### src/rtl/register_file_pkg.sv
// Shared widths and types for the 8 x 16-bit datapath register file.
package register_file_pkg;

  localparam int DATA_W = 16;
  localparam int ADDR_W = 3;
  localparam int DEPTH  = 1 << ADDR_W;

  typedef logic [DATA_W-1:0] reg_data_t;
  typedef logic [ADDR_W-1:0] reg_addr_t;

endpackage

### src/rtl/register_file_reg16_ld.sv
// One DATA_W-bit register with synchronous active-high reset and load enable.
module reg16_ld
  import register_file_pkg::*;
(
  input  logic              clk,
  input  logic              reset,
  input  logic              ld,
  input  logic [DATA_W-1:0] d,
  output logic [DATA_W-1:0] q
);

  // NOTE: non-blocking so every register samples its inputs from before the edge.
  always_ff @(posedge clk) begin
    if (reset) begin
      q <= '0;
    end else if (ld) begin
      q <= d;
    end
  end

endmodule

### src/rtl/register_file.sv
// 8 x 16-bit register file: one synchronous write port, two combinational read ports.
module register_file
  import register_file_pkg::*;
(
  input  logic              clk,
  input  logic              reset,
  input  logic [ADDR_W-1:0] W_Adr,
  input  logic              we,
  input  logic [ADDR_W-1:0] R_Adr,
  input  logic [ADDR_W-1:0] S_Adr,
  input  logic [DATA_W-1:0] W,
  output logic [DATA_W-1:0] R,
  output logic [DATA_W-1:0] S
);

  logic [DEPTH-1:0] ld;
  reg_data_t        q [DEPTH];

  // NOTE: default every bit first so the decoder stays combinational, not a latch.
  always_comb begin
    ld = '0;
    if (we) ld[W_Adr] = 1'b1;
  end

  for (genvar i = 0; i < DEPTH; i++) begin : g_reg
    reg16_ld u_reg (
      .clk   (clk),
      .reset (reset),
      .ld    (ld[i]),
      .d     (W),
      .q     (q[i])
    );
  end

  // No write bypass: reads show stored contents, so new data appears after the edge.
  always_comb begin
    R = q[R_Adr];
    S = q[S_Adr];
  end

endmodule

### config.mk
export PLATFORM = sky130hd
export DESIGN_NAME = register_file
export DESIGN_NICKNAME = d
export VERILOG_FILES = /design/src/rtl/register_file_pkg.sv /design/src/rtl/register_file_reg16_ld.sv /design/src/rtl/register_file.sv
export SDC_FILE = /design/constraint.sdc
export NUM_CORES = 1
export LEC_CHECK = 0
export ABC_CLOCK_PERIOD_IN_PS = 1200
export CAP_MARGIN = 5
export CORE_ASPECT_RATIO = 2
export CORE_MARGIN = 2
export CORE_UTILIZATION = 45
export CTS_CLUSTER_SIZE = 20
export DETAILED_ROUTE_END_ITERATION = 6
export PLACE_DENSITY = 0.67
export SLEW_MARGIN = 20
export SYNTH_ARGS = -nofsm -noshare
export SYNTH_HDL_FRONTEND = slang
export SYNTH_SLANG_ARGS = --single-unit
export TNS_END_PERCENT = 50
### constraint.sdc
create_clock -name clk -period 1.2 [get_ports clk]
set_input_delay 0.12 -clock clk [delete_from_list [all_inputs] [get_ports clk]]
set_output_delay 0.12 -clock clk [all_outputs]
set_load 0.005 [all_outputs]
==> Implementation_results.wiki <==
{| class="wikitable"
! Metric !! Value
|-
| Effective utilization at floorplan || 0.461
|-
| Total overflow reported by the global router || 0
|-
| TritonCTS Buffers || 17
|-
| Avg Inst Size Synth || ~9.8 um2
|-
| Port buffer count || 59
|-
| Layout overhead on the synthesized area || 23.6%
|-
| Via count of the first global-routing pass || around 5800
|-
| Slew Viols, Final || 0
|-
| Worst-margin pin slew || just over 0.4 ns
|-
| Floorplan core area || 14900 um2
|-
| Slack of the critical path || -0.608 ns
|-
| Die width || just over 90 um
|-
| Crit Path Max Fanout || 3
|-
| WL final || 21.5 mm
|-
| Library cell contributing the largest single delay on the critical path || sky130_fd_sc_hd__mux4_2
|-
| Total routing resource utilization after global routing || 0.271
|-
| Clock insertion delay at the later pin of the skew report || 0.42 ns
|-
| R2R Setup Slk || around 0.50 ns
|-
| Full die area || roughly 16000 um2
|-
| Clk sink count || 128
|-
| Placer Congestion || just over 0.9
|-
| Critical path endpoint category || primary output
|-
| Classification of the worst setup path || register to primary output
|-
| Final antenna diode count || 0
|-
| Largest register by flop count || g.u_reg.q
|-
| Static power due to leakage || about 3 nW
|-
| Buffers from clock root to sink, at most || 2
|-
| Synth warnings || 0
|-
| Min Clock Period, post-route || roughly 1.8 ns
|-
| Clock input transition at the sequential cells of the worst setup and hold paths || about 0.05 ns
|-
| Nets || 799
|-
| Final Hold Vio Count || 0
|-
| Critical path data arrival time || 1.69 ns
|-
| Number of hold buffers added after cts || 0
|-
| Worst-case headroom to the max-slew limit || 0.722
|-
| Remaining antenna violation count || 0
|-
| Count of boundary I/O pins || 60
|-
| Net count of the mapped netlist || around 730
|-
| Origin of the worst setup path || g_reg[7].u_reg.q[14]$_SDFFE_PP0P_
|-
| Launch point of the worst hold path || reset
|-
| Detailed-router iteration count before antenna repair || 6
|-
| Maximum clock skew at final layout || 0 ns
|-
| Number of standard-cell rows in the floorplan || between 60 and 70
|-
| Pin count of the biggest net entering global routing || 48
|-
| Synthesized flop and latch total || 128
|-
| Status || complete, but fails checks
|-
| Most frequent cells in the layout || sky130_fd_sc_hd__nand2_1, sky130_fd_sc_hd__a21oi_1, sky130_fd_sc_hd__dfxtp_1
|-
| Fraction of final layout cells with drive strength greater than 1 || 0.370
|-
| Number of library cell types mapped by synthesis || 22
|-
| Data required time of the worst path || between 1 and 1.5 ns
|-
| Delay of the slowest cell on the worst path || 0.52 ns
|-
| Antenna violations before repair || 0
|-
| Wire length of the first global-routing pass || roughly 33 mm
|-
| Launch point of the worst reg-to-reg path || g_reg[4].u_reg.q[11]$_SDFFE_PP0P_
|-
| Mapped cell area || 6870 um2
|-
| Startpoint kind of the worst setup timing path || register
|-
| Worst hold slack || approximately 0.065 ns
|-
| Setup_tns || -17.80 ns
|-
| Pwr/cell area || 1260 nW/um2
|-
| Cell at the root of the clock tree || sky130_fd_sc_hd__clkbuf_16
|-
| Floorplan die height || around 180 um
|-
| RSZ-0062 raised after global routing || true
|-
| Iteration-0 DRC Markers || between 400 and 500
|-
| Number of vias per cell || roughly 5.9
|-
| Max Clock Freq || roughly 550 MHz
|-
| Post-synthesis cell count || ~710
|-
| HPWL after detailed placement || around 16 mm
|-
| DR vias || a little under 6000
|-
| Share of the clock period used by the worst path after layout || 1.51
|-
| Mean routed wirelength per cell || 22.0 um
|-
| Flip-flop count of the largest register after layout || 128
|-
| Most frequent standard cell in the layout excluding fill and tap cells || sky130_fd_sc_hd__nand2_1
|-
| Peak ir drop on the vdd network || between 1000 and 1500 uV
|-
| Series of cell instances along the critical path || mux4_2, mux2_4, buf_6
|-
| Number of setup violations in the final report || 32
|-
| Top Registers || g.u_reg.q (128)
|-
| Worst hold-check path type || primary input to register
|-
| Sequential fraction of the synthesis area || 0.373
|-
| H-Tree Level Count || 4
|-
| Failing checks || negative setup slack
|-
| Maxcap violations || 0
|-
| CTS tree || built
|-
| Final routed DRC violation total || 0
|}
## cell families after synthesis
logic type,count (synthesis),share of synthesized area
AND/OR/NAND/NOR,272,0.165
flip-flops,128,0.373
multiplexers,96,0.291
buffers and inverters,81,0.0775
AO/OA/AOI/OAI,128,0.0932
## cells in the mapped netlist
master | count | area [um2]
sky130_fd_sc_hd__or4b_1 | 1 | 10.0
sky130_fd_sc_hd__nand2_1 | 256 | 961
sky130_fd_sc_hd__nand4_1 | 1 | 6.26
sky130_fd_sc_hd__a21oi_1 | 128 | 641
sky130_fd_sc_hd__clkbuf_1 | 26 | 97.6
sky130_fd_sc_hd__mux2_4 | 1 | 15.0
sky130_fd_sc_hd__and4b_1 | 3 | 30.0
sky130_fd_sc_hd__dfxtp_1 | 128 | 2560
sky130_fd_sc_hd__buf_6 | 6 | 67.6
sky130_fd_sc_hd__clkbuf_2 | 8 | 40.0
sky130_fd_sc_hd__buf_1 | 2 | 7.51
sky130_fd_sc_hd__nand4bb_1 | 3 | 33.8
sky130_fd_sc_hd__buf_12 | 4 | 80.1
sky130_fd_sc_hd__mux4_2 | 12 | 270
sky130_fd_sc_hd__nor4b_4 | 1 | 23.8
sky130_fd_sc_hd__mux4_1 | 52 | 1370
sky130_fd_sc_hd__and4bb_2 | 3 | 37.5
sky130_fd_sc_hd__buf_2 | 9 | 45.0
sky130_fd_sc_hd__and4_1 | 1 | 8.76
sky130_fd_sc_hd__buf_4 | 26 | 195
sky130_fd_sc_hd__nand4b_1 | 3 | 26.3
sky130_fd_sc_hd__mux2_2 | 31 | 349
## timing repair
item                       in CTS  in global routing
setup buffers                   1                  1
pin swaps                       0                  2
setup endpoints to repair      32                 71
resized for setup             212                 26
## final timing paths
check | endpoint | depth (start not counted)
setup / recovery | S[14] | 3
hold / removal | g_reg[3].u_reg.q[5]$_SDFFE_PP0P_ | 2
setup reg to reg | g_reg[4].u_reg.q[11]$_SDFFE_PP0P_ | 3
hold reg to reg | g_reg[5].u_reg.q[7]$_SDFFE_PP0P_ | 2
## worst max-delay path, delay by kind of cell, from the launching register on
kind	cells	cell delay, ns
multiplexers	2	0.82
flip-flops	1	0.33
buffers and inverters	1	0.12
## power by group
part | leakage [nW] | total, mW | switching [mW] | internal [mW]
sequential | 1.06 | 4.43 | 0.0836 | 4.35
combinational | 1.73 | 1.16 | 0.584 | 0.579
clock | 0.282 | 5.09 | 1.87 | 3.22
## layout make-up
class | instances | area [um2]
Clock buffer | 19 | 433
Clock inverter | 12 | 144
Fill cell | 1221 | 6400
Multi-Input combinational cell | 496 | 3710
Sequential cell | 128 | 2630
Tap cell | 195 | 244
Timing Repair Buffer | 128 | 1330
## stage by stage
step,instance area [um2],util,std cells,power (mW),setup WS [ns]
after detailed placement,7770,0.522,945,5.63,-0.703
after floorplan,6860,-,705,5.21,-0.0306
after global placement,7770,0.522,945,5.61,-0.706
after global routing,8490,0.570,978,11.0,-0.628
after CTS,8420,0.565,977,10.7,-0.613
final,8490,0.570,978,10.7,-0.608
## routing by layer
| metal | global-route usage | routed length [um] | up-vias |
|---|---|---|---|
| met4 | 0.170 | 1310 | 0 |
| met5 | 0 | 0 | - |
| met3 | 0.0483 | 1370 | 81 |
| met2 | 0.500 | 11700 | 310 |
| met1 | 0.278 | 7120 | 2818 |
| li1 | - | - | 2585 |
Note: power is estimated with default switching activity, not from simulation.
